## config.mk

```make
export PLATFORM = sky130hd
export DESIGN_NAME = multicycle_ctrl_fsm
export DESIGN_NICKNAME = d
export VERILOG_FILES = /design/src/rtl/multicycle_ctrl_fsm.sv
export SDC_FILE = /design/constraint.sdc
export NUM_CORES = 1
export LEC_CHECK = 0
export CAP_MARGIN = 20
export CORE_ASPECT_RATIO = 1.4
export CORE_MARGIN = 2
export CORE_UTILIZATION = 35
export CTS_BUF_LIST = sky130_fd_sc_hd__clkbuf_16
export DETAILED_ROUTE_END_ITERATION = 16
export HOLD_SLACK_MARGIN = 0.02
export PLACE_DENSITY_LB_ADDON = 0.1
export SLEW_MARGIN = 25
export SYNTH_ARGS = -nofsm -noshare
export SYNTH_HDL_FRONTEND = slang
export SYNTH_SLANG_ARGS = --single-unit
```

## constraint.sdc

```tcl
create_clock -name clk -period 2.4 [get_ports clk]
set_clock_uncertainty 0.2 [all_clocks]
set_input_delay 0.48 -clock clk [delete_from_list [all_inputs] [get_ports clk]]
set_output_delay 0.48 -clock clk [all_outputs]
set_load 0.1 [all_outputs]
```

## src/rtl/multicycle_ctrl_fsm.sv

```systemverilog
// multicycle_ctrl_fsm: Moore sequencer for the multicycle RISC-V datapath.
// Steps the shared ALU and single memory port through fetch, decode,
// execute, memory and writeback, with memory wait handshake, an illegal
// opcode trap and a retired-instruction counter.
//
// Ports:
//   clk, rst_n        clock, synchronous active-low reset
//   opcode            IR[6:0], valid from DECODE onward
//   mem_ready         memory completes current read/write this cycle
//   pc_write/_cond    PC load (unconditional / branch-qualified)
//   pc_source         0 = ALU result, 1 = ALUOut
//   ir_write          latch fetched word into IR and PC into old_pc
//   i_or_d            memory address select (0 = PC, 1 = ALUOut)
//   mem_read/_write   memory requests
//   mem_to_register   writeback source (1 = MDR, 0 = ALUOut)
//   reg_write         register file write enable
//   alu_src_a/_b      ALU operand selects
//   alu_op            ALU control class
//   ctrl_sign_extend  immediate format select
//   illegal           trap flag, held until reset
//   instr_done        pulse in the final cycle of an instruction
//   instret           retired-instruction count
//   state             current state encoding (debug)
module multicycle_ctrl_fsm #(
    parameter int unsigned CNT_W = 32
) (
    input  logic             clk,
    input  logic             rst_n,
    input  logic [6:0]       opcode,
    input  logic             mem_ready,
    output logic             pc_write,
    output logic             pc_write_cond,
    output logic             pc_source,
    output logic             ir_write,
    output logic             i_or_d,
    output logic             mem_read,
    output logic             mem_write,
    output logic             mem_to_register,
    output logic             reg_write,
    output logic [1:0]       alu_src_a,
    output logic [1:0]       alu_src_b,
    output logic [1:0]       alu_op,
    output logic [1:0]       ctrl_sign_extend,
    output logic             illegal,
    output logic             instr_done,
    output logic [CNT_W-1:0] instret,
    output logic [3:0]       state
);

    localparam int unsigned OP_W = 7;
    localparam logic [OP_W-1:0] OP_R      = 7'h33;
    localparam logic [OP_W-1:0] OP_I      = 7'h13;
    localparam logic [OP_W-1:0] OP_LOAD   = 7'h03;
    localparam logic [OP_W-1:0] OP_STORE  = 7'h23;
    localparam logic [OP_W-1:0] OP_BRANCH = 7'h63;

    typedef enum logic [3:0] {
        S_FETCH     = 4'd0,
        S_DECODE    = 4'd1,
        S_MEM_ADDR  = 4'd2,
        S_MEM_READ  = 4'd3,
        S_MEM_WB    = 4'd4,
        S_MEM_WRITE = 4'd5,
        S_EXEC_R    = 4'd6,
        S_EXEC_I    = 4'd7,
        S_ALU_WB    = 4'd8,
        S_BRANCH    = 4'd9,
        S_TRAP      = 4'd15
    } state_e;

    state_e           state_q, state_d;
    logic [CNT_W-1:0] instret_q;

    // Raw strobes before reset gating
    logic pc_write_c, pc_write_cond_c, ir_write_c, mem_read_c;
    logic mem_write_c, reg_write_c, done_c;

    // State and retirement counter
    always_ff @(posedge clk) begin
        if (!rst_n) begin
            state_q   <= S_FETCH;
            instret_q <= '0;
        end else begin
            state_q <= state_d;
            if (done_c) begin
                instret_q <= instret_q + CNT_W'(1);
            end
        end
    end

    // Next-state and Moore outputs (mem_ready only qualifies FETCH/MEM waits)
    always_comb begin
        state_d         = state_q;
        pc_write_c      = 1'b0;
        pc_write_cond_c = 1'b0;
        ir_write_c      = 1'b0;
        mem_read_c      = 1'b0;
        mem_write_c     = 1'b0;
        reg_write_c     = 1'b0;
        done_c          = 1'b0;
        pc_source       = 1'b0;
        i_or_d          = 1'b0;
        mem_to_register = 1'b0;
        alu_src_a       = 2'b00;
        alu_src_b       = 2'b00;
        alu_op          = 2'b00;
        illegal         = 1'b0;
        case (state_q)
            S_FETCH: begin
                mem_read_c = 1'b1;
                alu_src_b  = 2'b01;
                ir_write_c = mem_ready;
                pc_write_c = mem_ready;
                if (mem_ready) state_d = S_DECODE;
            end
            S_DECODE: begin
                // Branch target precomputed into ALUOut from old_pc + imm
                alu_src_a = 2'b10;
                alu_src_b = 2'b10;
                case (opcode)
                    OP_R:               state_d = S_EXEC_R;
                    OP_I:               state_d = S_EXEC_I;
                    OP_LOAD, OP_STORE:  state_d = S_MEM_ADDR;
                    OP_BRANCH:          state_d = S_BRANCH;
                    default:            state_d = S_TRAP;
                endcase
            end
            S_MEM_ADDR: begin
                alu_src_a = 2'b01;
                alu_src_b = 2'b10;
                state_d   = (opcode == OP_STORE) ? S_MEM_WRITE : S_MEM_READ;
            end
            S_MEM_READ: begin
                mem_read_c = 1'b1;
                i_or_d     = 1'b1;
                if (mem_ready) state_d = S_MEM_WB;
            end
            S_MEM_WB: begin
                reg_write_c     = 1'b1;
                mem_to_register = 1'b1;
                done_c          = 1'b1;
                state_d         = S_FETCH;
            end
            S_MEM_WRITE: begin
                mem_write_c = 1'b1;
                i_or_d      = 1'b1;
                if (mem_ready) begin
                    done_c  = 1'b1;
                    state_d = S_FETCH;
                end
            end
            S_EXEC_R: begin
                alu_src_a = 2'b01;
                alu_op    = 2'b10;
                state_d   = S_ALU_WB;
            end
            S_EXEC_I: begin
                alu_src_a = 2'b01;
                alu_src_b = 2'b10;
                alu_op    = 2'b11;
                state_d   = S_ALU_WB;
            end
            S_ALU_WB: begin
                reg_write_c = 1'b1;
                done_c      = 1'b1;
                state_d     = S_FETCH;
            end
            S_BRANCH: begin
                alu_src_a       = 2'b01;
                alu_op          = 2'b01;
                pc_write_cond_c = 1'b1;
                pc_source       = 1'b1;
                done_c          = 1'b1;
                state_d         = S_FETCH;
            end
            S_TRAP: begin
                illegal = 1'b1;
            end
            default: begin
                state_d = S_FETCH;
            end
        endcase
    end

    // Strobes and retirement pulse are suppressed while reset is held
    assign pc_write      = pc_write_c      & rst_n;
    assign pc_write_cond = pc_write_cond_c & rst_n;
    assign ir_write      = ir_write_c      & rst_n;
    assign mem_read      = mem_read_c      & rst_n;
    assign mem_write     = mem_write_c     & rst_n;
    assign reg_write     = reg_write_c     & rst_n;
    assign instr_done    = done_c          & rst_n;

    // Immediate format follows opcode in every state
    always_comb begin
        case (opcode)
            OP_STORE:  ctrl_sign_extend = 2'b01;
            OP_BRANCH: ctrl_sign_extend = 2'b10;
            default:   ctrl_sign_extend = 2'b00;
        endcase
    end

    assign instret = instret_q;
    assign state   = state_q;

endmodule

```

==> results.rst <==
.. list-table::
   :header-rows: 1

   * - Metric
     - Value
   * - Result of the run
     - complete, no violations
   * - Share of synthesized area occupied by flip-flops and latches
     - around 36%
   * - Floorplan Core Area
     - between 5000 and 6000 µm²
   * - FILL cells
     - ~510
   * - Data required time of the worst path
     - between 1.5 and 2 ns
   * - Critical path fanouts, max
     - 3
   * - Crit path arrival time
     - about 1.7 ns
   * - Headroom to the max-slew limit
     - 72.6%
   * - Maximum resistive drop on vdd
     - 0.646 mV
   * - Routed wire length per instance
     - roughly 14 µm
   * - Final Cell Area
     - ~3300 µm²
   * - Setup-violating endpoint count in the final report
     - 0
   * - Top cell type by total area after synthesis
     - dfxtp_1
   * - Total track usage
     - 18.6%
   * - Highest clock frequency the design can meet
     - 0.427 GHz
   * - Leak pwr
     - approximately 1.3 nW
   * - Largest net degree at the start of global routing
     - 20
   * - Count of cell types in the netlist
     - 44
   * - Num Clock Sinks
     - 36
   * - Hold crit path type
     - reg -> reg
   * - Final worst hold slack
     - 0.296 ns
   * - Final period utilization
     - a little over nine tenths
   * - Synth top area share
     - a little over a third
   * - Clock latency reported for the late side of the worst-skew pair
     - roughly 0.28 ns
   * - Most common library cell in the layout ignoring fill and taps
     - buf_4
   * - Number of violations reported at the end of detailed-routing iteration 0
     - 70
   * - FFs w/ async S/R, synth
     - 0%
   * - Final Power
     - 3.90 mW
   * - Root Driver
     - clkbuf_16
   * - Number of max-cap violations
     - 0
   * - Worst slack after detailed placement
     - -0.322 ns
   * - Synth Cell Area
     - approximately 2000 µm²
   * - Main synth FF type
     - dfxtp_1
   * - Mean area per synthesized cell
     - between 8 and 9 µm²
   * - Clock-pin slew on the worst setup and hold paths
     - approximately 0.06 ns
   * - Initial antenna violation count
     - 0
   * - Seq pwr share
     - about 20%
   * - Die Footprint
     - 6380 µm²
   * - Ports placed on the boundary
     - 65
   * - Via count of the first global-routing pass
     - about 2000
   * - Reported net switching power
     - between 2 and 2.5 mW
   * - Fraction of final layout cells sized beyond drive strength 1
     - 44.8%
   * - Startpoint class of the critical path
     - input port
   * - H-tree levels
     - 2
   * - Post-layout worst setup margin
     - roughly 0.06 ns
   * - Vias post-DR
     - around 2100
   * - Overall die height
     - 93.7 µm
   * - Most used cells in the layout excluding fill and tap cells
     - 56 x buf_4, 28 x nor2_1, 23 x xnor2_1
   * - Cell area reported after detailed placement
     - 3150 µm²
   * - Share of power burned in combinational logic
     - 63.4%
   * - Global-route wire length before repair
     - around 9 mm
   * - TritonCTS Buffers
     - 5
   * - # port buffers
     - 64
   * - Internal Power
     - approximately 1.9 mW
   * - Number of diodes
     - 0
   * - Cell types with the largest area share after synthesis
     - dfxtp_1 36%, xnor2_1 10%, nor2_1 6.2%
   * - Gate count after technology mapping
     - between 200 and 300
   * - Synth warn
     - 0
   * - WL final
     - between 5 and 6 mm
   * - Transition at the pin with the smallest max-transition slack
     - approximately 0.41 ns
   * - Floorplan die width
     - approximately 68 µm
   * - Number of enable flip-flop cells after synthesis
     - 0
   * - Detail Placement HPWL
     - slightly above 4 mm
   * - TritonRoute pass-1 iters
     - 4
   * - FF+latch count, synth
     - 36
   * - Clk buf depth
     - 2
   * - Clock tree from TritonCTS
     - done
   * - Post-layout net count
     - 340
   * - Vias per cell
     - 5.29
   * - Final min period
     - around 2.3 ns
   * - Power Dens Cells
     - between 1000 and 1500 nW/µm²
   * - GRT Residual Overflow
     - 0
   * - Area growth from synthesis to layout
     - 66.3%
   * - Fin. max-slew vios
     - 0
   * - Site row count
     - 32
   * - Capturing element type of the critical path
     - primary output
   * - # DRC
     - 0
   * - Initial Util
     - 36.4%
   * - Fraction of power spent switching nets
     - approximately 51%
   * - Clk pwr share
     - ~16%
   * - Final Hold Violating Endpoints
     - 0
   * - Count of nets left with antenna violations after detail routing
     - 0
   * - Synth Net Count
     - between 200 and 300
   * - Critical setup path kind
     - in -> out
   * - Placer congestion estimate
     - between 0.7 and 0.8
   * - RSZ-0062 raised after global routing
     - true
worst paths after layout:
check	to	from	cells past startpoint	slack, ns
setup / recovery	ctrl_sign_extend[0]	opcode[0]	5	0.06
hold reg to reg	instret[22]$_SDFFE_PN0N_	instret[22]$_SDFFE_PN0N_	2	0.30
setup reg to reg	instret[27]$_SDFFE_PN0N_	instret[10]$_SDFFE_PN0N_	5	0.15
hold / removal	instret[22]$_SDFFE_PN0N_	instret[22]$_SDFFE_PN0N_	2	0.30
cell families after synthesis:
kind of cell | count (synthesis) | synth area share, %
buffers and inverters | 21 | 4.48
and+or+nand+nor | 134 | 37.5
DFF | 36 | 35.8
xor gates and xnor gates | 25 | 10.9
muxes | 2 | 0.996
AOI/OAI and AO/OA | 31 | 9.71
adders and majority gates | 1 | 0.622
power by group through the flow:
stage,logic (mW),registers [mW],clock network (mW)
after floorplan,1.53,1.02,0
after global placement,2.42,0.798,0
after detailed placement,2.43,0.797,0
after CTS,2.45,0.785,0.654
after global routing,2.58,0.802,0.677
final,2.47,0.789,0.639
per-layer routing:
layer	vias to the layer above	GRT usage, %	routed length [µm]
met1	977	23.0	2390
li1	1056	-	-
met4	0	7.67	132
met2	63	30.7	2770
met3	10	3.96	314
met5	-	0	0
synthesized netlist by cell type (2+ instances only):
| master | n |
|---|---|
| nor2_1 | 33 |
| o21ai_0 | 6 |
| a21o_1 | 2 |
| nor4_1 | 15 |
| nand4_1 | 8 |
| nor3b_1 | 2 |
| or4_1 | 3 |
| o31ai_1 | 2 |
| dfxtp_1 | 36 |
| nor4b_1 | 4 |
| nand2_1 | 18 |
| mux2i_1 | 2 |
| and3_1 | 3 |
| xnor2_1 | 23 |
| nand2b_1 | 6 |
| and4_1 | 4 |
| and2_1 | 3 |
| xor2_1 | 2 |
| clkbuf_1 | 12 |
| nor3_1 | 8 |
| nand3_1 | 12 |
| or3_1 | 6 |
| inv_1 | 6 |
| nor2b_1 | 2 |
| o21a_1 | 2 |
| a21oi_1 | 12 |
sequential cells by signal, indices dropped and copies added, names as in the netlist:
signal and flops:
state 4, instret 32
final cells by class:
| cell class | count | area, µm² | area share [%] |
|---|---|---|---|
| well taps | 68 | 85.1 | 2.54 |
| repair buffers | 87 | 922 | 27.6 |
| inverters | 6 | 22.5 | 0.673 |
| multi-input cells | 193 | 1380 | 41.3 |
| clock inverters | 3 | 18.8 | 0.561 |
| flip-flops and latches | 36 | 790 | 23.6 |
| clock buffers | 5 | 125 | 3.74 |
per-stage QoR:
step	utilization, %	instances	setup TNS (ns)
after floorplan	-	250	-3.87
after global placement	57.0	384	-2.80
after detailed placement	57.0	384	-3.81
after CTS	60.0	395	0
after global routing	60.5	398	-0.0216
final	60.5	398	0
critical path, stage by stage:
cell           delay [ns]
dlygate4sd2_1        0.20
nor4bb_4             0.35
nand2b_1             0.16
nor3_4               0.26
buf_12               0.20
what timing repair did:
action | in CTS | in global routing
pin swaps | 4 | 3
hold buffers | 0 | 0
endpoints found under the setup margin | 6 | 7
cloned | 0 | 0
gates resized for setup | 8 | 8
setup buffers | 3 | 3
(Power assumes the default switching activity.)
